--- src/rtl/adder_pkg.sv ---
// Shared types and helpers for the pipelined adder.
// ADDER_STAGE_T(W) builds the per-stage register type for a given operand width.
`ifndef ADDER_PKG_SV
`define ADDER_PKG_SV

`define ADDER_STAGE_T(W) struct packed { logic vld; logic c; logic [(W)-1:0] a; logic [(W)-1:0] b; logic [(W)-1:0] s; }

package adder_pkg;

   localparam int DEFAULT_WIDTH  = 8;
   localparam int DEFAULT_STAGES = 2;

   typedef `ADDER_STAGE_T(DEFAULT_WIDTH) stage_default_t;

   function automatic int slice_w(input int width, input int stages);
      return width / stages;
   endfunction

endpackage

`endif

--- src/rtl/pipelined_adder_slice.sv ---
// Combinational W-bit ripple-carry slice built from full-adder cells.
// Also exposes the carry into the MSB so the top slice can derive signed overflow.
module adder_slice #(
   parameter int W = 4
) (
   input  logic [W-1:0] i_a,
   input  logic [W-1:0] i_b,
   input  logic         i_cin,
   output logic [W-1:0] o_sum,
   output logic         o_cout,
   output logic         o_c_msb
);

   logic [W:0] w_c;

   always_comb begin
      w_c    = '0;
      o_sum  = '0;
      w_c[0] = i_cin;
      for (int i = 0; i < W; i++) begin
         o_sum[i]  = i_a[i] ^ i_b[i] ^ w_c[i];
         w_c[i+1]  = (i_a[i] & i_b[i]) | (w_c[i] & (i_a[i] ^ i_b[i]));
      end
   end

   assign o_cout  = w_c[W];
   assign o_c_msb = w_c[W-1];

endmodule

--- src/rtl/pipelined_adder.sv ---
// Valid/ready pipelined ripple-carry adder, one carry-chain slice per register stage.
// Define ADDER_SUBTRACT_EN to add the `sub` input (a + ~b + 1, cin ignored).
module pipelined_adder
   import adder_pkg::*;
#(
   parameter int WIDTH  = 8,
   parameter int STAGES = 2
) (
   input  logic             clk,
   input  logic             rst,
   input  logic             in_valid,
   output logic             in_ready,
   input  logic [WIDTH-1:0] a,
   input  logic [WIDTH-1:0] b,
   input  logic             cin,
`ifdef ADDER_SUBTRACT_EN
   input  logic             sub,
`endif
   output logic             out_valid,
   input  logic             out_ready,
   output logic [WIDTH-1:0] sum,
   output logic             cout,
   output logic             overflow
);

   localparam int SLICE = slice_w(WIDTH, STAGES);

   typedef `ADDER_STAGE_T(WIDTH) stage_t;

   if ((STAGES < 1) || (STAGES > WIDTH) || ((WIDTH % STAGES) != 0)) begin : g_bad_cfg
      $error("pipelined_adder: WIDTH must be a multiple of STAGES and 1 <= STAGES <= WIDTH");
   end

   stage_t           r_stg [STAGES];
   stage_t           w_nxt [STAGES];
   logic             r_ovf;
   logic             w_ovf_nxt;
   logic             w_adv;
   logic [WIDTH-1:0] w_b_in;
   logic             w_cin;

`ifdef ADDER_SUBTRACT_EN
   assign w_b_in = sub ? ~b : b;
   assign w_cin  = sub ? 1'b1 : cin;
`else
   assign w_b_in = b;
   assign w_cin  = cin;
`endif

   assign w_adv    = !r_stg[STAGES-1].vld || out_ready;
   assign in_ready = w_adv;

   // Stage 0 takes the operands; bubbles enter as all-zero so idle outputs read zero.
   for (genvar k = 0; k < STAGES; k++) begin : g_stage
      stage_t           w_prv;
      logic [SLICE-1:0] w_s;
      logic             w_co;
      logic             w_cm;

      if (k == 0) begin : g_first
         assign w_prv = in_valid ? stage_t'({1'b1, w_cin, a, w_b_in, {WIDTH{1'b0}}}) : stage_t'('0);
      end else begin : g_next
         assign w_prv = r_stg[k-1];
      end

      adder_slice #(.W(SLICE)) u_slice (
         .i_a     (w_prv.a[k*SLICE +: SLICE]),
         .i_b     (w_prv.b[k*SLICE +: SLICE]),
         .i_cin   (w_prv.c),
         .o_sum   (w_s),
         .o_cout  (w_co),
         .o_c_msb (w_cm)
      );

      always_comb begin
         w_nxt[k]                     = w_prv;
         w_nxt[k].c                   = w_co;
         w_nxt[k].s[k*SLICE +: SLICE] = w_s;
      end

      if (k == STAGES-1) begin : g_last
         assign w_ovf_nxt = w_cm ^ w_co;
      end
   end

   always_ff @(posedge clk) begin
      if (rst) begin
         for (int i = 0; i < STAGES; i++) begin
            r_stg[i] <= '0;
         end
         r_ovf <= 1'b0;
      end else if (w_adv) begin
         for (int i = 0; i < STAGES; i++) begin
            r_stg[i] <= w_nxt[i];
         end
         r_ovf <= w_ovf_nxt;
      end
   end

   assign out_valid = r_stg[STAGES-1].vld;
   assign sum       = r_stg[STAGES-1].s;
   assign cout      = r_stg[STAGES-1].c;
   assign overflow  = r_ovf;

endmodule

--- config.mk ---
export PLATFORM = sky130hd
export DESIGN_NAME = pipelined_adder
export DESIGN_NICKNAME = d
export VERILOG_FILES = /design/src/rtl/adder_pkg.sv /design/src/rtl/pipelined_adder_slice.sv /design/src/rtl/pipelined_adder.sv
export SDC_FILE = /design/constraint.sdc
export NUM_CORES = 1
export LEC_CHECK = 0
export ABC_AREA = 1
export BUFFER_PORTS_ARGS = -buffer_cell sky130_fd_sc_hd__buf_2
export CORE_ASPECT_RATIO = 1.25
export CORE_MARGIN = 5
export CORE_UTILIZATION = 55
export DETAILED_ROUTE_END_ITERATION = 10
export GPL_TIMING_DRIVEN = 0
export PLACE_DENSITY = 0.79
export SYNTH_ARGS = -nofsm -noshare
export SYNTH_HDL_FRONTEND = slang
export SYNTH_SLANG_ARGS = --single-unit
--- constraint.sdc ---
create_clock -name clk -period 3.31 [get_ports clk]
set_input_delay 0.331 -clock clk [delete_from_list [all_inputs] [get_ports clk]]
set_output_delay 0.331 -clock clk [all_outputs]
set_load 0.1 [all_outputs]
==> flow_summary.json, run 1 <==
{
  "die_h_um": 63.4,
  "synthTopCellsByArea": "edfxtp_1, fa_1, inv_1",
  "synth_most_common_cell": "inv_1",
  "crit_type": "register to register",
  "synth_seq_cells": 25,
  "htreeDepth": 1,
  "core_mm2": 0.00219,
  "grt_use_total_pct": 13.0,
  "syn_nets": 142,
  "ff2ff_setup_slack_ns": 1.03,
  "cts_sinks": 25,
  "portBuffers": 31,
  "synthDistinctLibCells": 14,
  "nFillCells": 174,
  "max-slew-margin-rel_pct": 37.0,
  "vias": 787,
  "worst_r2r_path_depth": 8,
  "synth-compound-area-share_pct": 0.699,
  "yosys-top-cells-count": "inv_1, edfxtp_1, nand2_1, nor2_1, nor2_2",
  "grt_max_degree": 25,
  "synth-simple-area-share_pct": 15.3,
  "startpoint_type": "register",
  "r2r_end": "r_stg[0][33]$_SDFFCE_PN0P_",
  "ir_worst_vdd_mv": 0.296,
  "synthMuxAreaShare_pct": 0,
  "synth_top_family_by_area": "simple AND/OR/NAND/NOR gates",
  "antenna_found_initial": 0,
  "cap_viol_max_count": 0,
  "clk_pin_slew_ns": 0.13,
  "initial_core_util_pct": 57.3,
  "synth_edf_count": 24,
  "cp_slowest_cell": "edfxtp_1",
  "grt_pass1_wl_um": 3210,
  "multiInputGateArea_um2": 360,
  "num_antenna_cells": 0,
  "slew_violations": 0,
  "synth_ff_type": "edfxtp_1",
  "min_path_cells": 4,
  "synthArstFlopShare_pct": 0,
  "routedWlPerCell_um": 10.8,
  "cts_buffers": 3,
  "dp_hpwl_um": 1560,
  "crit_path_max_fanout": 2,
  "yosysWarnings": 0,
  "synth_top_area_share_pct": 57.5,
  "cpMostUsedCell": "fa_1",
  "seq_area_um2": 741,
  "min-delay-path-class": "input pin to register",
  "drtAntennaViolNets": 0,
  "area_delta_synth_final_pct": 17.7,
  "post_cts_buffers": 0,
  "route.detailed.drc": 0,
  "first_pass_iters": 3,
  "worstMarginPinSlew_ns": 0.943,
  "holdWs_ns": 0.276,
  "drtIter0Drc": 20,
  "worstSetupEndpointType": "register",
  "period_minus_slack_ns": 2.28,
  "synth_area_mm2": 0.00125,
  "yosys.area.top_type": "edfxtp_1",
  "pin_count": 33,
  "dieArea_mm2": 0.00334,
  "routed_wl_um": 1940,
  "cts-resized-gates": 0,
  "fin_skew_ns": 0.00306,
  "hold_start": "rst",
  "finalSetupTns_ns": 0,
  "routed_via_density": 4.40,
  "holdPathEnd": "overflow$_SDFFE_PP0N_",
  "rows": 19,
  "cts_tree": "built",
  "synth_xor_area_share_pct": 0,
  "final_hold_viol_count": 0,
  "holdBufCountCts": 0,
  "cp.arrival_ns": 2.47,
  "root_buffer": "clkbuf_4",
  "path_cells": "fa_1 -> inv_1 -> fa_1 -> inv_1 -> fa_1 -> inv_1 -> fa_1 -> nor2_2",
  "avgSynthCellArea_um2": 11.1,
  "fmax_mhz": 439,
  "worstReg2RegStart": "r_stg[0][24]$_SDFFCE_PN0P_",
  "cpPeakStageDelay_ns": 0.44,
  "status": "finished clean",
  "dieWidth_um": 52.7,
  "grt.overflow.total": 0,
  "clock_latency_ns": 0.31,
  "setup_violations": 0,
  "fin_crit_sh_pct": 68.9,
  "drive_gt1_share_pct": 33.8,
  "nets": 178,
  "power_density_mw_per_mm2": 465,
  "synth-seq-area-share_pct": 59.1,
  "rsz0062_at_grt": "no",
  "p_leak_nw": 0.767,
  "place_congestion": 0.697,
  "cp_data_required_time_ns": 3.50,
  "cts_buffer_depth": 2,
  "grt_pass1_vias": 808,
  "yosys.area_share.adder_pct": 12.8,
  "synthCells": 113
}
==> cell families after synthesis <==
logic type / count (synthesis)
fa+ha+maj: 8
buf+inv: 38
flops: 25
compound gates: 1
simple gates: 41
==> through the flow <==
step | worst slack, ns | instance area (um^2) | util [%] | std cells | total power, mW
finish | 1.03 | 1470 | 67.4 | 179 | 0.685
floorplan | 0.399 | 1250 | - | 113 | 0.528
global placement | 1.07 | 1450 | 66.1 | 175 | 0.556
detailed placement | 0.962 | 1450 | 66.1 | 175 | 0.562
CTS | 1.02 | 1470 | 67.4 | 179 | 0.691
global route | 0.892 | 1470 | 67.4 | 179 | 0.717
==> layout make-up <==
| cell class | instances | area share [%] |
|---|---|---|
| Sequential cell | 25 | 50.3 |
| Timing Repair Buffer | 31 | 10.5 |
| Buffer | 2 | 1.10 |
| Tap cell | 31 | 2.63 |
| Multi-Input combinational cell | 50 | 24.4 |
| Clock inverter | 1 | 0.340 |
| Clock buffer | 3 | 1.53 |
| Inverter | 36 | 9.17 |
==> layout by cell type (no fill, tap or decap) <==
master	n
nand3_2	1
buf_6	1
edfxtp_1	24
inv_1	35
a21oi_2	1
inv_2	1
fa_1	8
nor2_1	13
clkbuf_4	3
nor2_2	9
nand3_1	1
nor2_4	1
clkinv_2	1
dfxtp_1	1
nand2_1	16
buf_2	32
==> report_power, final <==
part | leakage [nW] | internal [mW] | switching [mW]
logic | 0.457 | 0.0379 | 0.134
registers | 0.292 | 0.374 | 0.00761
clock network | 0.0177 | 0.0452 | 0.0869
==> sequential cells by signal, indices dropped and copies added, names as in the netlist <==
signal    count
overflow      1
r_stg        24
==> per-layer routing <==
metal / GRT usage [%] / routed length [um] / part of all wire (%)
met3: 2.12 / 89 / 4.6
met5: 0 / 0 / 0
met4: 5.75 / 42 / 2.2
met2: 23.9 / 1060 / 54
met1: 13.7 / 752 / 39
==> critical path: cells and delay by family (launching register included) <==
family	cells	cell delay, ns
adders and majority gates	4	1.37
DFF	1	0.44
buffers and inverters	3	0.23
and+or+nand+nor	1	0.11
==> how the worst max path moves through the flow <==
stage               slack (ns)                         end  depth (start not counted)                  startpoint
floorplan                 0.40   r_stg[0][0]$_SDFFCE_PN0P_                          3  r_stg[0][51]$_SDFFCE_PN0P_
finish                    1.03  r_stg[0][33]$_SDFFCE_PN0P_                          8  r_stg[0][24]$_SDFFCE_PN0P_
global route              0.89  r_stg[0][33]$_SDFFCE_PN0P_                          8  r_stg[0][24]$_SDFFCE_PN0P_
CTS                       1.02  r_stg[0][33]$_SDFFCE_PN0P_                          8  r_stg[0][24]$_SDFFCE_PN0P_
global placement          1.07   r_stg[0][3]$_SDFFCE_PN0P_                          9                    in_valid
detailed placement        0.96   r_stg[0][3]$_SDFFCE_PN0P_                          9                    in_valid
No activity file was read; power rests on OpenSTA's default activity.
==> run 2, diff against run 1 <==
ABC_AREA = 0   (was 1)
CORE_UTILIZATION = 52   (was 55)
PLACE_DENSITY = 0.74   (was 0.79)
clock period = 2.3 ns   (was 3.31 ns; I/O delays follow)
==> flow_summary.json, run 2 <==
{
  "status": "finished clean",
  "place_inst": 152,
  "final_cells": 157,
  "finalPower_mw": 0.995,
  "synth_seq_cells": 25,
  "mostFrequentLayoutCell": "buf_2",
  "synth_top_area_share_pct": 53.0,
  "root_buffer": "clkbuf_4",
  "cts_tree": "built",
  "yosysWarnings": 0,
  "cts_buffers": 3,
  "antenna_found_initial": 0,
  "grt.overflow.total": 0,
  "grt_pass1_wl_um": 3240,
  "cts_sinks": 25,
  "top_register": "r_stg",
  "synthDistinctLibCells": 18,
  "dpl_cell_area_mm2": 0.00155,
  "stdcell_area_mm2": 0.00160,
  "rows": 20,
  "synthCells": 89,
  "synth_edf_count": 24,
  "portBuffers": 30,
  "fin_skew_ns": 0.00834,
  "route.detailed.drc": 0,
  "cp.arrival_ns": 2.40,
  "worstSetupEndpointType": "register",
  "p_leak_nw": 0.677,
  "grt_pass1_vias": 757,
  "cap_viol_max_count": 0,
  "synthArstFlopShare_pct": 0,
  "crit_type": "register to register",
  "drive_gt1_share_pct": 51.6,
  "cts_buffer_depth": 2,
  "grt_use_total_pct": 11.5,
  "dieWidth_um": 55.7,
  "synthTopCellsByArea": "edfxtp_1, nor3b_2, fa_1",
  "drtAntennaViolNets": 0,
  "place_congestion": 0.756,
  "slew_violations": 0,
  "cp_data_required_time_ns": 2.45,
  "synth_area_mm2": 0.00136,
  "grt_max_degree": 25,
  "dieArea_mm2": 0.00374,
  "finalSetupTns_ns": 0,
  "largest_reg_flops": 24,
  "nets": 154,
  "period_minus_slack_ns": 2.24,
  "ir_worst_vdd_mv": 0.402,
  "clk_pin_slew_ns": 0.13,
  "power_density_mw_per_mm2": 624,
  "num_antenna_cells": 0,
  "routed_wl_um": 2030,
  "synth-seq-area-share_pct": 54.5,
  "max-slew-margin-rel_pct": 29.5,
  "fmax_mhz": 445,
  "die_h_um": 67.2,
  "htreeDepth": 1,
  "routedWlPerCell_um": 12.9,
  "initial_core_util_pct": 54.9,
  "routed_via_density": 4.84,
  "first_pass_iters": 4,
  "vias": 760,
  "yosys-top-cells-count": "edfxtp_1, nor3b_2, inv_1, fa_1, nor3_1",
  "synth_ff_type": "edfxtp_1",
  "startpoint_type": "register",
  "worstMarginPinSlew_ns": 1.06,
  "synth_most_common_cell": "edfxtp_1",
  "avgSynthCellArea_um2": 15.3,
  "drtIter0Drc": 16,
  "yosys.area.top_type": "edfxtp_1",
  "final_cell_mix": "buf_2, edfxtp_1, nor3b_2",
  "fin_crit_sh_pct": 97.6,
  "pin_count": 33,
  "final_hold_viol_count": 0,
  "crit_path_max_fanout": 2,
  "setup_violations": 0,
  "area_delta_synth_final_pct": 17.3,
  "min-delay-path-class": "input pin to register",
  "syn_nets": 118,
  "core_mm2": 0.00248,
  "clock_latency_ns": 0.31,
  "dp_hpwl_um": 1520
}
==> run 2: changes by cell type in the layout (fill, tap and decap cells not counted), sizes merged, moves of 2 or more <==
cell / previous run / this run
and2: 0 / 4
nor2: 23 / 1
inv: 36 / 10
buf: 33 / 38
nor3b: 0 / 17
nand2: 16 / 5
nand2b: 0 / 2
nand3: 2 / 0
nor3: 0 / 6
==> run 2: layout make-up <==
cell class	instances	area [um^2]
Inverter	10	37.5
Sequential cell	25	741
Multi-Input combinational cell	47	522
Clock buffer	4	26.3
Timing Repair Buffer	31	158
Buffer	7	70.1
Fill cell	187	882
Tap cell	33	41.3
==> run 2: path summary, 6_finish.rpt <==
check / start / endpoint / cells past startpoint / slack, ns
worst max-delay path: r_stg[0][20]$_SDFFCE_PN0P_ / r_stg[0][33]$_SDFFCE_PN0P_ / 8 / 0.06
worst max register to register: r_stg[0][20]$_SDFFCE_PN0P_ / r_stg[0][33]$_SDFFCE_PN0P_ / 8 / 0.06
worst min-delay path: rst / overflow$_SDFFE_PP0N_ / 2 / 0.15
worst min register to register: overflow$_SDFFE_PP0N_ / overflow$_SDFFE_PP0N_ / 2 / 0.51
==> run 2: cells by family (layout without fill, tap and decap cells) <==
logic type | Yosys count | count (layout) | share of synthesized area [%]
buf+inv | 17 | 52 | 7.91
compound gates | 1 | 1 | 0.552
flops | 25 | 25 | 54.5
simple gates | 37 | 37 | 24.7
fa+ha+maj | 8 | 8 | 11.8
xor+xnor | 1 | 1 | 0.644
==> run 2: routing by layer <==
metal / global-route usage, % / vias to the layer above / share of wire [%]
met5: 0 / - / 0
met2: 20.4 / 26 / 52
met1: 12.4 / 356 / 39
li1: - / 376 / -
met3: 2.87 / 2 / 7.2
met4: 6.99 / 0 / 1.3
==> run 2: timing repair <==
item                                    CTS  global route
buffers inserted                          0             1
hold buffers                              0             0
resized for setup                         2             2
hold endpoints to repair                  0             0
pin swaps                                 0             3
endpoints found under the setup margin    1             1
==> run 2: power by group <==
group	switching (mW)	internal (mW)
Clock	0.123	0.0676
Sequential	0.00980	0.538
Combinational	0.185	0.0712
Total	0.318	0.677
==> run 2: per-stage QoR <==
stage	hold slack (ns)	util, %	worst slack, ns
after floorplan	0.428	-	0.0620
after global placement	0.483	62.6	-0.00656
after detailed placement	0.495	62.6	-0.0445
after CTS	0.161	64.0	0.0162
after global routing	0.158	64.4	-0.0261
final	0.153	64.4	0.0552
==> run 2: worst max-delay path: stages, from the launching register on <==
cell and delay [ns]:
edfxtp_1 0.43, fa_2 0.39, inv_1 0.07, fa_1 0.15, inv_1 0.05, fa_2 0.38
inv_2 0.07, fa_1 0.42, nor3_2 0.14
